## src/rtl/reg_wb_arbiter_pkg.sv

```systemverilog
// reg_wb_arbiter_pkg: shared widths and the write-back entry type for the register-file write arbiter
package reg_wb_arbiter_pkg;
  localparam int REG_ADDR_W = 5;
  localparam int XLEN = 32;
  localparam int NUM_REGS = 32;
  typedef struct packed {
    logic [REG_ADDR_W-1:0] rd;
    logic [XLEN-1:0] data;
  } wb_entry_t;
endpackage

```

## src/rtl/reg_wb_arbiter_fifo.sv

```systemverilog
// wb_fifo: circular buffer of write-back entries; ports: clk/rst, push/din, pop/dout, full/empty/count
module wb_fifo
  import reg_wb_arbiter_pkg::*;
#(
  parameter int DEPTH = 2
) (
  input  logic                     clk,
  input  logic                     rst,
  input  logic                     push,
  input  logic                     pop,
  input  wb_entry_t                din,
  output wb_entry_t                dout,
  output logic                     full,
  output logic                     empty,
  output logic [$clog2(DEPTH):0]   count
);
  localparam int AW = $clog2(DEPTH);
  wb_entry_t mem [DEPTH];
  logic [AW-1:0] head, tail;
  always_ff @(posedge clk or posedge rst) begin
    if (rst) begin
      head <= '0;
      tail <= '0;
      count <= '0;
    end else begin
      if (push) tail <= tail + 1'b1;
      if (pop) head <= head + 1'b1;
      count <= count + (AW+1)'(push) - (AW+1)'(pop);
    end
  end
  always_ff @(posedge clk) begin
    if (push) mem[tail] <= din;
  end
  assign dout = mem[head];
  assign full = count == (AW+1)'(DEPTH);
  assign empty = count == '0;
endmodule

```

## src/rtl/reg_wb_arbiter.sv

```systemverilog
// reg_wb_arbiter: merges primary and buffered secondary write-backs onto one register-file write port
// Ports: p_* primary write-back (never stalled); s_* secondary ready/valid write-back; issue_* marks
// a long-latency destination pending in busy; stall_req asks the pipeline to hold primary write-backs;
// we/wa/wd drive the register-file write port.
module reg_wb_arbiter
  import reg_wb_arbiter_pkg::*;
#(
  parameter int DEPTH = 2,
  parameter int STARVE_LIMIT = 4
) (
  input  logic                  clk,
  input  logic                  rst,
  input  logic                  p_valid,
  input  logic [REG_ADDR_W-1:0] p_rd,
  input  logic [XLEN-1:0]       p_data,
  input  logic                  s_valid,
  output logic                  s_ready,
  input  logic [REG_ADDR_W-1:0] s_rd,
  input  logic [XLEN-1:0]       s_data,
  input  logic                  issue_valid,
  input  logic [REG_ADDR_W-1:0] issue_rd,
  output logic [NUM_REGS-1:0]   busy,
  output logic                  stall_req,
  output logic                  we,
  output logic [REG_ADDR_W-1:0] wa,
  output logic [XLEN-1:0]       wd
);
  localparam int CW = $clog2(DEPTH) + 1;
  localparam logic [3:0] LIM = 4'(STARVE_LIMIT);
  wb_entry_t head;
  logic full, empty, push, pop, p_win;
  logic [CW-1:0] count, count_nxt;
  logic [3:0] starve;
  logic [NUM_REGS-1:0] set_mask, clr_mask;
  wb_fifo #(.DEPTH(DEPTH)) u_fifo (
    .clk(clk), .rst(rst), .push(push), .pop(pop),
    .din('{rd: s_rd, data: s_data}), .dout(head),
    .full(full), .empty(empty), .count(count)
  );
  assign s_ready = !full;
  // writes to x0 are accepted but dropped so they never reach the port
  assign push = s_valid && s_ready && s_rd != '0;
  assign p_win = p_valid && p_rd != '0;
  assign pop = !empty && !p_win;
  assign count_nxt = count + CW'(push) - CW'(pop);
  always_comb begin
    we = p_win || !empty;
    wa = p_win ? p_rd : (!empty ? head.rd : '0);
    wd = p_win ? p_data : (!empty ? head.data : '0);
    set_mask = (issue_valid && issue_rd != '0) ? (NUM_REGS'(1) << issue_rd) : '0;
    clr_mask = pop ? (NUM_REGS'(1) << head.rd) : '0;
  end
  always_ff @(posedge clk or posedge rst) begin
    if (rst) begin
      busy <= '0;
      starve <= '0;
      stall_req <= 1'b0;
    end else begin
      // OR-ing the set after the clear lets a fresh issue win over a retiring write
      busy <= ((busy & ~clr_mask) | set_mask) & ~NUM_REGS'(1);
      if (pop) starve <= '0;
      else if (!empty && p_win && starve != LIM) starve <= starve + 1'b1;
      if (count_nxt == '0) stall_req <= 1'b0;
      else if (starve == LIM) stall_req <= 1'b1;
    end
  end
endmodule

```

## config.mk

```make
export PLATFORM = sky130hd
export DESIGN_NAME = reg_wb_arbiter
export DESIGN_NICKNAME = d
export VERILOG_FILES = /design/src/rtl/reg_wb_arbiter_pkg.sv /design/src/rtl/reg_wb_arbiter_fifo.sv /design/src/rtl/reg_wb_arbiter.sv
export SDC_FILE = /design/constraint.sdc
export NUM_CORES = 1
export LEC_CHECK = 0
export ABC_AREA = 1
export CAP_MARGIN = 20
export CORE_ASPECT_RATIO = 0.75
export CORE_UTILIZATION = 44
export CTS_BUF_LIST = sky130_fd_sc_hd__clkbuf_2
export DETAILED_ROUTE_END_ITERATION = 8
export GPL_TIMING_DRIVEN = 0
export PLACE_DENSITY = 0.84
export SLEW_MARGIN = 10
export SYNTH_ARGS = -nofsm -noshare
export SYNTH_HDL_FRONTEND = slang
export SYNTH_SLANG_ARGS = --single-unit
export TNS_END_PERCENT = 10
```

## constraint.sdc

```tcl
create_clock -name clk -period 2.4 [get_ports clk]
set_input_delay 0.36 -clock clk [delete_from_list [all_inputs] [get_ports clk]]
set_output_delay 0.36 -clock clk [all_outputs]
set_load 0.02 [all_outputs]
```

# [Word-level counts from Yosys, hierarchy flattened]
# Memories as Yosys holds them, arrays and structs flattened.
# Cells that the tools add are included.
[totals] regBits=40 ram_bits=74 in_bits=84 output_inout_bits=72 n_memories=1
[classes] n_addsub=5 n_eq_ne=3 n_shift=2 n_mux=12 n_bitwise=3 n_reduce_logical=18
[memory_table] memory="u_fifo.mem" words=2 word_bits=37 read_ports=1 rd_ports_with_merged_regs=0 wr=1 line="reg_wb_arbiter_fifo.sv:18" rtl="wb_entry_t mem [DEPTH];"
[ops] op="2-to-1 mux 32 bit" count=4
[ops] op="<< shifter 1 x 5 -> 32 bit (first input constant)" count=2
[ops] op="bitwise AND 32 bit" count=1
[ops] op="NOT 32 bit" count=1
[ops] op="bitwise OR 32 bit" count=1
[ops] op="nonzero test 5 bit" count=3
[ops] op="2-to-1 mux 5 bit" count=2
[ops] op="2-to-1 mux 4 bit" count=2
[ops] op="logical AND 1 bit" count=7
[ops] op="adder 4 x 1 -> 4 bit (second input constant)" count=1
[ops] op="equality test 4 x 3 -> 1 bit (second input constant)" count=1
[ops] op="zero test 2 bit" count=2
[ops] op="2-to-1 mux 1 bit" count=4
[ops] op="inequality test 4 x 3 -> 1 bit (second input constant)" count=1
[ops] op="nonzero test 2 bit" count=2
[ops] op="zero test 1 bit" count=3
[ops] op="adder 1 bit (second input constant)" count=2
[ops] op="adder 2 x 1 -> 2 bit" count=1
[ops] op="equality test 2 bit (second input constant)" count=1
[ops] op="subtractor 2 x 1 -> 2 bit" count=1
[ops] op="logical OR 1 bit" count=1

# [Longest topological paths before layout]
[depth] word_depth=8 depth_mapped=11 mapped_depth_nobuf=11

# [Modules after synthesis]
# A second synthesis with hierarchy kept.
[hier_totals] cells_unflattened=628 hier_area_um2=5601.6
[by_module_without_submodules] module="wb_fifo" n_inst=1 cells_per_inst=219 area_per_inst_um2=2967.8 seq_area_each_um2=2322.2
[by_module_without_submodules] module="reg_wb_arbiter" n_inst=1 cells_per_inst=409 area_per_inst_um2=2633.8 seq_area_each_um2=900.9

# [Worst setup path before layout]
# No wires, ideal clock.
[synth_path] kind="register -> register" from="reg u_fifo.count[1]" to="mem u_fifo.mem[1][0] (netlist bit), enable pin" setup_ns=0.433 arrival_ns=2.239 path_slack_ns=-0.272 path_stages_with_launch=6 period_less_slack_ns=2.672 cell_sequence="dfrtp_1 > inv_1 > nor2_1 > nor2_1 > nand2_1 > nor2_1"
[synth_via] elab_chain_cells=6
[synth_rtl] element="start, declared" line="reg_wb_arbiter_fifo.sv:15" rtl="output logic [$clog2(DEPTH):0] count"
[synth_rtl] element="start signal, assigned" line="reg_wb_arbiter_fifo.sv:28" rtl="count <= count + (AW+1)'(push) - (AW+1)'(pop);"
[synth_rtl] element="equality test 2 bit" line="reg_wb_arbiter_fifo.sv:35" rtl="assign full = count == (AW+1)'(DEPTH);"
[synth_rtl] element="zero test 1 bit" line="reg_wb_arbiter.sv:40" rtl="assign s_ready = !full;"
[synth_rtl] element="logical AND 1 bit (2 in a row)" line="reg_wb_arbiter.sv:42" rtl="assign push = s_valid && s_ready && s_rd != '0;"
[synth_rtl] element="2-to-1 mux 1 bit" line="reg_wb_arbiter_fifo.sv:32" rtl="if (push) mem[tail] <= din;"
[synth_rtl] element="2-to-1 mux 1 bit (not written as such)" line="reg_wb_arbiter_fifo.sv:32"
[synth_rtl] element="end, declared" line="reg_wb_arbiter_fifo.sv:18"
# Every way passes these cells.

# [Worst setup path in the final report]
[layout_path] from="in p_rd[0]" to="out wd[12]"
[layout_via] elab_chain_cells=3
[layout_rtl] element="start, declared" line="reg_wb_arbiter.sv:14" rtl="input logic [REG_ADDR_W-1:0] p_rd,"
[layout_rtl] element="nonzero test 5 bit" line="reg_wb_arbiter.sv:43" rtl="assign p_win = p_valid && p_rd != '0;"
[layout_rtl] element="logical AND 1 bit" line="reg_wb_arbiter.sv:43"
[layout_rtl] element="2-to-1 mux 32 bit" line="reg_wb_arbiter.sv:49" rtl="wd = p_win ? p_data : (!empty ? head.data : '0);"
[layout_rtl] element="end, declared" line="reg_wb_arbiter.sv:26" rtl="output logic [XLEN-1:0] wd"
# Every way passes these cells.

==> summary by stage <==
Setup path
The type of the worst setup path is input port to output port. The setup slack on the worst flop-to-flop path is 0.47 ns. The sort of element at the start of the critical path is an input port. Counting cells, the worst reg-to-reg path comes to 7. The endpoint type of the worst setup path is an output port.

The critical path contains buffers and inverters numbering 5 combined. The worst endpoint data arrival time is 2.04 ns. Along the worst path, the maximum fanout reaches 10.

The stage delay of the slowest cell on the critical path is 0.46 ns. The family of cells with the greatest summed delay on the critical path is buffers and inverters. The capturing point of the worst reg2reg path is u_fifo.mem[1][5]. The cell at the slowest stage of the critical path is sky130_fd_sc_hd__clkdlybuf4s50_1.

The critical register-to-register path startpoint is u_fifo.count[1]. In this run the worst setup path begins at p_rd[0]. Data on the critical path is required at its endpoint by 2.04 ns. Walking the worst path, the cells encountered are clkdlybuf4s50_1 > inv_1 > nand3_4 > buf_4 > clkbuf_1 > nand3_1 > o21ai_0 > clkdlybuf4s15_1.

Floorplan
The core region is 0.0111 mm2. The initial core utilization is 46.0%. From bottom edge to top edge, the die measures 95.5 um. The top-level I/O count is 156. The width of the die is 127 um. The floorplan die area is between 0.01 and 0.015 mm2. After floorplanning, the core was divided into 33 placement rows.

Power
The worst supply voltage drop on vdd is 0.000496 V. Power spread over the standard cell area amounts to ~1100 mW/mm2. The leakage power is 2.98 nW.

Synthesis
The sequential element share of the synthesized area is 62.8%. The mean cell area of the mapped netlist is ~11 um2. Counting flops with a built-in enable in the synthesized netlist gives 74. The synthesized design devotes to its leading area cell type 43.3% of total area. The share of cell area taken by muxes after synthesis is 6.46%. Yosys attributes the largest share of cell area to sky130_fd_sc_hd__edfxtp_1 (43%), sky130_fd_sc_hd__dfrtp_1 (20%), sky130_fd_sc_hd__mux2i_1 (6.2%).

The netlist uses 32 different library cells. The flip-flop cell with the highest count after synthesis is sky130_fd_sc_hd__edfxtp_1. In the synthesized netlist the async set-or-reset flop fraction comes to a little over a third. The most repeated cell in the gate-level netlist after synthesis is sky130_fd_sc_hd__nand2_1.

The largest total area in the synthesized netlist belongs to sky130_fd_sc_hd__edfxtp_1. The dominant combinational cell family by area after synthesis is simple AND/OR/NAND/NOR gates. Of the total synthesized cell area, the portion taken by AND, OR, NAND and NOR gates is 16.1%. When the netlist entered floorplanning its net count stood at 560.

Summing the areas of all xor and xnor instances in the mapped netlist gives 0.512% of the synthesized area. The area fraction in compound gates after synthesis is 8.41%. Of the total synthesized cell area, the portion taken by full adders, half adders and majority gates is 0.732%. By count the netlist is led by sky130_fd_sc_hd__nand2_1 (80), sky130_fd_sc_hd__edfxtp_1 (74), sky130_fd_sc_hd__nand3_1 (57). The yosys synthesis warning count is 0. Counting flops and latches in the post-synthesis netlist gives 114. The number of instances in the synthesized netlist is roughly 470. The cell area after synthesis is 0.00513 mm2.

Placement
After detailed placement, the design holds a cell count of 770. The worst slack at placement is -0.619 ns. The congestion estimate from routability-driven global placement came to 0.899. The placed instance area is 0.00692 mm2. Input and output buffers added on the ports amount to approximately 150. The placed wire-length estimate is 10100 um.

Hold path
For hold timing, the worst endpoint is u_fifo.mem[0][0]. The tightest min-delay check is of the input port to register type. The worst hold path stage count is 1. The startpoint of the tightest hold check path is s_data[0].

Routing
The total wirelength of the detailed-routed design is 13600 um. The total DRC errors in the routed layout is 0. In this run the remaining antenna-violating nets after routing total 0.

The number of iterations in the first detailed-routing pass is 5. The detailed-route via count is 4312. The average routed wire per standard cell is 16.8 um. Dividing the detail-routed via count by the number of cells gives between 5 and 6.

After the first detailed-routing iteration, the DRC count stood at 394.

GRT
The first-pass GRT wire length is 21100 um. The final global-route overflow total is 0. The via count of the first global-routing pass is 4224.

The largest net degree at the start of global routing is 35. The initial antenna violation count is 0. Global routing consumed, over all layers together, 23.3% of the routing resources.

CTS
The worst-skew pair later-pin latency is 0.64 ns. The clock drives 114 sinks. The clock passes through at most 2 buffers.

The TritonCTS clock tree is built. In this run the number of H-tree levels came out at 4. Clock tree synthesis inserted a total of 17 buffers. The cell chosen for the clock root is sky130_fd_sc_hd__clkbuf_2. After clock tree synthesis, the clock-pin slew on the worst setup and hold paths is 0.17 ns.

Timing
The clock period minus worst slack is 2.40 ns. For the pin with the worst max-slew slack, the measured transition is between 0.5 and 0.6 ns. The worst path uses 100% of the clock period.

The worst slew margin relative to its limit is approximately 63%. Timing would allow up to between 400 and 500 MHz. Setup violations remaining at the end of the flow were counted as 2. The count of final hold-check violations was 0.

The maximum clock skew at final layout is 0.0256 ns. The number of max-slew violations in the final report came to 0. Setup repair after global routing could not meet its margin everywhere. Setup slack on the critical path of the routed design comes to -0.0000930 ns.

Outcome
The flow ran to the end, but the final reports show violations. The checks that failed: negative setup slack.

Finish
From synthesis to final layout, the design area changed by 39.8%. The fraction of final layout cells sized beyond drive strength 1 is 17.7%. The design area is 0.00717 mm2. The final net count is 747.

The repair_antennas step left the layout with diodes totalling 0. After the flow finishes, the layout carries non-filler instances totaling 813.

Run
The reported max-cap violation count is 0.
## state kept, by name, summed over array words and instances, names as in the netlist
name / flops
stall_req: 1
starve: 4
u_fifo.head: 1
u_fifo.count: 2
u_fifo.mem: 74
busy: 31
u_fifo.tail: 1
## repair_timing
item                       4_1_cts  5_1_grt
pin swaps                        3        0
buffers inserted                 9        0
hold endpoints to repair         6        0
gates resized for setup        151       41
setup endpoints to repair       37       34
gates cloned                     1        0
hold buffers                     1        0
## per-stage QoR
stage / util [%] / hold WS [ns] / total power, W / setup TNS, ns
final: 64.3 / 0.283 / 0.00794 / -0.000100
after global routing: 64.3 / 0.208 / 0.00839 / -0.756
after CTS: 64.8 / 0.229 / 0.00797 / -0.656
after detailed placement: 62.1 / 0.466 / 0.00671 / -17.47
after global placement: 61.4 / 0.474 / 0.00654 / -94.12
after floorplan: - / 0.451 / 0.00507 / -9.45
## how the worst max path moves through the flow
| stage | cells past startpoint | slack [ns] | to |
|---|---|---|---|
| detailed placement | 8 | -0.62 | wd[23] |
| global route | 5 | -0.12 | wd[12] |
| CTS | 5 | -0.08 | wd[2] |
| floorplan | 5 | -0.26 | u_fifo.mem[0][0] |
| global placement | 5 | -1.50 | u_fifo.mem[0][3] |
| finish | 8 | -0.00009 | wd[12] |
## metal layers
| layer | GRT usage (%) | wire length, um |
|---|---|---|
| met5 | 0 | 0 |
| met1 | 29.9 | 5880 |
| met3 | 6.23 | 1030 |
| met4 | 7.84 | 233 |
| met2 | 39.0 | 6500 |
## placed cells by master (no fill, tap or decap), types with 8 or more instances in the layout
cell type	Yosys	routed
sky130_fd_sc_hd__buf_2	3	29
sky130_fd_sc_hd__buf_4	4	13
sky130_fd_sc_hd__clkbuf_2	0	26
sky130_fd_sc_hd__clkdlybuf4s50_1	0	116
sky130_fd_sc_hd__dfrtp_1	40	39
sky130_fd_sc_hd__edfxtp_1	74	74
sky130_fd_sc_hd__inv_1	35	33
sky130_fd_sc_hd__mux2i_1	32	28
sky130_fd_sc_hd__nand2_1	80	80
sky130_fd_sc_hd__nand3_1	57	57
sky130_fd_sc_hd__nor2_1	23	20
sky130_fd_sc_hd__nor3_1	8	8
sky130_fd_sc_hd__o21ai_0	41	38
sky130_fd_sc_hd__o21ai_1	34	37
## layout make-up
class	instances	area (um2)
flip-flops and latches	114	3220
inverters	39	149
well taps	140	175
clock buffers	21	105
multi-input cells	301	1700
repair buffers	168	1540
plain buffers	19	165
clock inverters	11	114
fillers	924	3980
## power by group
group | leakage (nW) | internal (W) | total, W | switching, W
clock | 0.135 | 0.000481 | 0.00119 | 0.000704
sequential | 1.17 | 0.00274 | 0.00303 | 0.000290
combinational | 1.67 | 0.00157 | 0.00373 | 0.00216
## cell families (layout without fill, tap and decap cells)
kind of cell	Yosys count	after routing
AO/OA/AOI/OAI	80	80
XOR/XNOR	3	3
adder cells (fa/ha/maj)	3	3
buffers and inverters	58	258
flip-flops	114	114
multiplexers	33	33
other	1	1
AND/OR/NAND/NOR	181	181
No activity file was read; power rests on OpenSTA's default activity.
